**config.mk**
```make
export PLATFORM = sky130hd
export DESIGN_NAME = ctrl_pipe_unit
export DESIGN_NICKNAME = d
export VERILOG_FILES = /design/src/rtl/ctrl_pipe_pkg.sv /design/src/rtl/ctrl_pipe_unit_decode.sv /design/src/rtl/ctrl_pipe_unit.sv
export SDC_FILE = /design/constraint.sdc
export NUM_CORES = 1
export LEC_CHECK = 0
export CAP_MARGIN = 20
export CORE_ASPECT_RATIO = 1.1
export CORE_MARGIN = 1.5
export CORE_UTILIZATION = 42
export CTS_BUF_LIST = sky130_fd_sc_hd__clkbuf_4
export DETAILED_ROUTE_END_ITERATION = 10
export GPL_TIMING_DRIVEN = 0
export PLACE_DENSITY = 0.85
export SYNTH_ARGS = -nofsm -noshare
export SYNTH_HDL_FRONTEND = slang
export SYNTH_HIERARCHICAL = 1
export SYNTH_SLANG_ARGS = --single-unit
export TNS_END_PERCENT = 20
```
**constraint.sdc**
```tcl
create_clock -name clk -period 1 [get_ports clk]
set_input_delay 0.25 -clock clk [delete_from_list [all_inputs] [get_ports clk]]
set_output_delay 0.25 -clock clk [all_outputs]
set_load 0.02 [all_outputs]
```
**src/rtl/ctrl_pipe_pkg.sv**
```systemverilog
// rtl/ctrl_pipe_pkg.sv - control-word layout, bubble constant and flag helpers for ctrl_pipe_unit
package ctrl_pipe_pkg;

  localparam int CW_W        = 7;
  localparam int CW_REGWRITE = 0;
  localparam int CW_ALUSRC   = 1;
  localparam int CW_MEMREAD  = 2;
  localparam int CW_MEMWRITE = 3;
  localparam int CW_MEM2REG  = 4;
  localparam int CW_BRANCH   = 5;
  localparam int CW_JUMP     = 6;

  typedef logic [CW_W-1:0] ctrl_word_t;

  localparam ctrl_word_t CW_BUBBLE = '0;

  // Instruction-type flags gathered in one vector so they can be counted.
  typedef struct packed {
    logic branch;
    logic jump;
    logic lw;
    logic itype;
    logic rtype;
    logic stype;
  } type_flags_t;

  function automatic logic multi_flag(input type_flags_t f);
    logic [2:0] n;
    n = {2'b00, f.stype} + {2'b00, f.rtype} + {2'b00, f.itype}
      + {2'b00, f.lw}    + {2'b00, f.jump}  + {2'b00, f.branch};
    return (n > 3'd1);
  endfunction

endpackage

```
**src/rtl/ctrl_pipe_unit_decode.sv**
```systemverilog
// rtl/ctrl_pipe_unit_decode.sv - combinational flags-to-control-word decoder (module ctrl_decode)
module ctrl_decode
  import ctrl_pipe_pkg::*;
#(
  parameter int REG_ADDR_W = 5
) (
  input  logic                  id_valid,
  input  logic                  is_stype,
  input  logic                  is_rtype,
  input  logic                  is_itype,
  input  logic                  is_lw,
  input  logic                  is_jump,
  input  logic                  is_branch,
  input  logic [REG_ADDR_W-1:0] id_rd,
  output ctrl_word_t            cw,
  output logic                  bubble,
  output logic                  illegal
);

  type_flags_t flags;
  ctrl_word_t  raw;
  logic        multi;

  always_comb begin
    flags        = '0;
    flags.stype  = is_stype;
    flags.rtype  = is_rtype;
    flags.itype  = is_itype;
    flags.lw     = is_lw;
    flags.jump   = is_jump;
    flags.branch = is_branch;
    multi        = multi_flag(flags);
  end

  always_comb begin
    raw              = CW_BUBBLE;
    raw[CW_REGWRITE] = ~(is_stype | is_branch) & (id_rd != '0);
    raw[CW_ALUSRC]   = ~(is_rtype | is_branch);
    raw[CW_MEMREAD]  = is_lw;
    raw[CW_MEMWRITE] = is_stype;
    raw[CW_MEM2REG]  = is_lw;
    raw[CW_BRANCH]   = is_branch;
    raw[CW_JUMP]     = is_jump;
  end

  // A multi-flag word must never reach memory or the register file.
  always_comb begin
    illegal = id_valid & multi;
    bubble  = ~id_valid | multi;
    cw      = bubble ? CW_BUBBLE : raw;
  end

endmodule

```
**src/rtl/ctrl_pipe_unit.sv**
```systemverilog
// rtl/ctrl_pipe_unit.sv - pipelined control decoder with bubbles, freeze and load-use stall
// Optional: HAZARD_DETECT_EN enables load-use detection and the stall counter.
module ctrl_pipe_unit
  import ctrl_pipe_pkg::*;
#(
  parameter int DEPTH      = 3,
  parameter int REG_ADDR_W = 5,
  parameter int PERF_W     = 16
) (
  input  logic                        clk,
  input  logic                        rst_n,
  input  logic                        id_valid,
  input  logic                        is_stype,
  input  logic                        is_rtype,
  input  logic                        is_itype,
  input  logic                        is_lw,
  input  logic                        is_jump,
  input  logic                        is_branch,
  input  logic [REG_ADDR_W-1:0]       id_rs1,
  input  logic [REG_ADDR_W-1:0]       id_rs2,
  input  logic [REG_ADDR_W-1:0]       id_rd,
  input  logic                        stall_in,
  input  logic                        flush,
  output logic [DEPTH*CW_W-1:0]       stage_ctrl,
  output logic [DEPTH*REG_ADDR_W-1:0] stage_rd,
  output logic                        hazard_stall,
  output logic                        illegal_op,
  output logic [PERF_W-1:0]           stall_cnt
);

  ctrl_word_t            dec_cw;
  logic                  dec_bubble;
  logic                  dec_illegal;
  logic [REG_ADDR_W-1:0] dec_rd;

  ctrl_word_t            cw_q [DEPTH];
  logic [REG_ADDR_W-1:0] rd_q [DEPTH];

  ctrl_decode #(.REG_ADDR_W(REG_ADDR_W)) u_decode (
    .id_valid  (id_valid),
    .is_stype  (is_stype),
    .is_rtype  (is_rtype),
    .is_itype  (is_itype),
    .is_lw     (is_lw),
    .is_jump   (is_jump),
    .is_branch (is_branch),
    .id_rd     (id_rd),
    .cw        (dec_cw),
    .bubble    (dec_bubble),
    .illegal   (dec_illegal)
  );

  assign dec_rd = dec_bubble ? '0 : id_rd;

  always_ff @(posedge clk or negedge rst_n) begin
    if (!rst_n) begin
      cw_q[0] <= CW_BUBBLE;
      rd_q[0] <= '0;
    end else if (!stall_in) begin
      if (flush || hazard_stall) begin
        cw_q[0] <= CW_BUBBLE;
        rd_q[0] <= '0;
      end else begin
        cw_q[0] <= dec_cw;
        rd_q[0] <= dec_rd;
      end
    end
  end

  for (genvar k = 1; k < DEPTH; k++) begin : g_stage
    always_ff @(posedge clk or negedge rst_n) begin
      if (!rst_n) begin
        cw_q[k] <= CW_BUBBLE;
        rd_q[k] <= '0;
      end else if (!stall_in) begin
        cw_q[k] <= cw_q[k-1];
        rd_q[k] <= rd_q[k-1];
      end
    end
  end

  for (genvar k = 0; k < DEPTH; k++) begin : g_pack
    assign stage_ctrl[k*CW_W +: CW_W]             = cw_q[k];
    assign stage_rd[k*REG_ADDR_W +: REG_ADDR_W]   = rd_q[k];
  end

  always_ff @(posedge clk or negedge rst_n) begin
    if (!rst_n) begin
      illegal_op <= 1'b0;
    end else begin
      illegal_op <= dec_illegal & ~stall_in;
    end
  end

`ifdef HAZARD_DETECT_EN
  // Only stage 0 can hold a load whose data is not yet forwardable.
  always_comb begin
    hazard_stall = cw_q[0][CW_MEMREAD] & (rd_q[0] != '0) & id_valid &
                   (((rd_q[0] == id_rs1) & ~is_jump) |
                    ((rd_q[0] == id_rs2) & (is_rtype | is_stype | is_branch)));
  end

  always_ff @(posedge clk or negedge rst_n) begin
    if (!rst_n) begin
      stall_cnt <= '0;
    end else if (hazard_stall && !stall_in && (stall_cnt != {PERF_W{1'b1}})) begin
      stall_cnt <= stall_cnt + 1'b1;
    end
  end
`else
  logic unused_src;
  assign unused_src   = ^{id_rs1, id_rs2};
  assign hazard_stall = 1'b0;
  assign stall_cnt    = '0;
`endif

endmodule

```
==> out/qor.yml <==
clock_network:
  cts-buffers-inserted: 5
  root_buffer: "clkbuf_4"
  cts-htree-levels: 2
  clkLatencyLatePin_ps: 340
  clock_path_buffers: 2
  path_clk_slew_ps: 120
  clock-sinks: 37
  cts_hold_buf: 0
  cts_tree: "built"
die:
  ios: 80
  die_x_um: 64.03
  die_y_um: 70.13
  dieArea_um2: 4490
  initial_utilization_pct: 43.73
  core-area_um2: 3934
  rows: 24
critical_path:
  critical_path_class: "in2reg"
  cp-start-kind: "primary input"
  worst_setup_path_end_kind: "flip-flop"
  critPathArrivalTime_ps: 2790
  crit_required_ps: 1270
  worstPathMaxFanout: 4
  r2r_setup_slack_ps: 200
sta:
  fmax_mhz: 396.9
  hold_ws_ps: -16.24
  rsz0062_at_grt: "true"
  setup_viol: 50
  relSlewSlack_pct: 46.49
  setup_ws_ps: -1520
  setup_tns_ps: -23810
  tightest_slew_ps: 802.7
  finalCriticalPeriod_ps: 2520
  finalCritPeriodShare_pct: 252.0
  clock_skew_ps: 12.47
  hold_viol_final: 34
  drv_slew: 0
drt:
  wirelength_mm: 3.329
  first_pass_iters: 4
  drc: 0
  detail_route.wl_per_cell_um: 12.47
  via_per_inst: 4.479
  antenna_left: 0
  drt_iter0_markers: 22
  vias: 1196
finish:
  final_common_cell: "dfrtp_1"
  diodes: 0
  fin_util_pct: 60.91
  syn2layout_area_growth_pct: 39.27
  nNetsFinal: 243
  drive_above_1_share_pct: 51.63
  final_cell_mix: "dfrtp_1, buf_2, buf_4"
global_route:
  grt_max_degree: 38
  grt_pass1_wl_mm: 5.609
  grt_pass1_vias: 1178
  grt.total_usage_pct: 16.65
  gr-total-overflow: 0
  antenna_found_initial: 0
synthesis:
  avgSynthCellArea_um2: 12.84
  synthesis.area_um2: 1720
  syn_inst: 134
  synth_edf_count: 0
  yosysSeqAreaShare_pct: 53.82
  ys_seq_elements: 37
  synth-main-ff-cell: "dfrtp_1"
  synthDistinctLibCells: 22
  synthArstFlopShare_pct: 100.0
  synth.yosys.warnings: 6
power:
  power.leakage_nw: 1.302
  netSwitchingPower_uw: 973.3
  netSwitchingFraction_pct: 28.09
  vdd_drop_max_mv: 0.6870
  seqPwrFrac_pct: 47.3
  power.density_nw_per_um2: 1446
  clockPowerShare_pct: 29.3
  power_frac_comb_pct: 23.4
  internal_power_mw: 2.491
worst_hold_path:
  min_path_type: "in2async"
status:
  violations: "negative hold slack, negative setup slack"
  status: "complete, but fails checks"
place:
  numPortBuffers: 51
  place.gp.congestion: 0.7585
  place_hpwl_mm: 2.385
job:
  cap_violations: 0
-- flip-flops by register name (all words and copies together), names as in the netlist --
| name | flops |
|---|---|
| stage_rd | 15 |
| stage_ctrl | 21 |
| illegal_op | 1 |
-- worst paths after layout --
check | startpoint | end | cells after the start
worst max-delay path | is_stype | stage_ctrl[0] | 11
worst min-delay path | rst_n | stage_ctrl[4] | 1
worst max register to register | stage_ctrl[6] | stage_ctrl[13] | 1
worst min register to register | stage_ctrl[18] | stage_ctrl[18] | 1
max in group asynchronous | rst_n | stage_ctrl[9] | 1
min in group clk | stall_in | stage_rd[10] | 2
-- cell type report --
type                    count  area [um2]
fillers                   346        1538
flip-flops and latches     37       925.9
multi-input cells          84       693.2
repair buffers             57       429.2
plain buffers              23       181.4
well taps                  52       65.06
clock inverters             3       41.29
clock buffers               5       37.54
inverters                   6       22.52
-- logic make-up after synthesis --
group | synth area share (%)
mux | 15.93
fa+ha+maj | 3.491
simple gates | 8.581
buf+inv | 11.64
flops | 53.82
compound gates | 6.327
other cells | 0.2180
-- power by group through the flow --
stage	registers [mW]	clock network [mW]	logic, mW
4_1_cts	1.64	1.05	0.768
6_report	1.64	1.01	0.812
2_1_floorplan	1.77	0	0.348
3_5_place_dp	1.67	0	0.780
3_3_place_gp	1.66	0	0.767
5_1_grt	1.66	1.14	0.877
-- critical path, stage by stage --
cell       delay [ps]
buf_8             100
fa_1              530
inv_1              50
fa_1              450
nor2b_2           140
fa_1              450
nor3b_2           240
inv_2              90
a2111oi_4         270
nand2b_1           80
o21ai_1           110
-- repair_timing --
item / CTS / global route
resized for setup: 174 / 25
setup endpoints to repair: 50 / 50
buffers inserted: 5 / 1
pin swaps: 10 / 9
-- synthesized netlist by cell type (2+ instances only) --
cell type	number	area share [%]
nor2_1	4	0.87
and2_2	2	0.87
buf_4	20	8.7
nand2b_1	5	1.8
inv_1	5	1.1
dfrtp_1	37	54
nand2_1	5	1.1
o21ai_0	5	1.5
mux2_2	23	15
fa_1	3	3.5
buf_6	2	1.3
nor2b_1	7	2.5
a22o_1	7	3.6
-- routing by layer --
layer | GRT usage [%] | vias up | wire (um)
li1 | - | 578 | -
met1 | 19.68 | 566 | 1361
met2 | 27.66 | 46 | 1655
met3 | 4.187 | 6 | 230
met4 | 8.696 | 0 | 80
met5 | 0 | - | 0
-- per-stage QoR --
| step | total power [mW] | cells | worst slack [ps] | hold slack [ps] | instance area (um2) |
|---|---|---|---|---|---|
| after floorplan | 2.121 | 150 | -1589 | -45.59 | 1780 |
| final | 3.465 | 267 | -1520 | -16.24 | 2396 |
| after global placement | 2.432 | 253 | -2299 | 485.7 | 2356 |
| after global routing | 3.673 | 267 | -1603 | 33.57 | 2396 |
| after CTS | 3.454 | 266 | -1553 | 7.072 | 2322 |
| after detailed placement | 2.447 | 253 | -2354 | 391.4 | 2351 |
(Power assumes the default switching activity.)
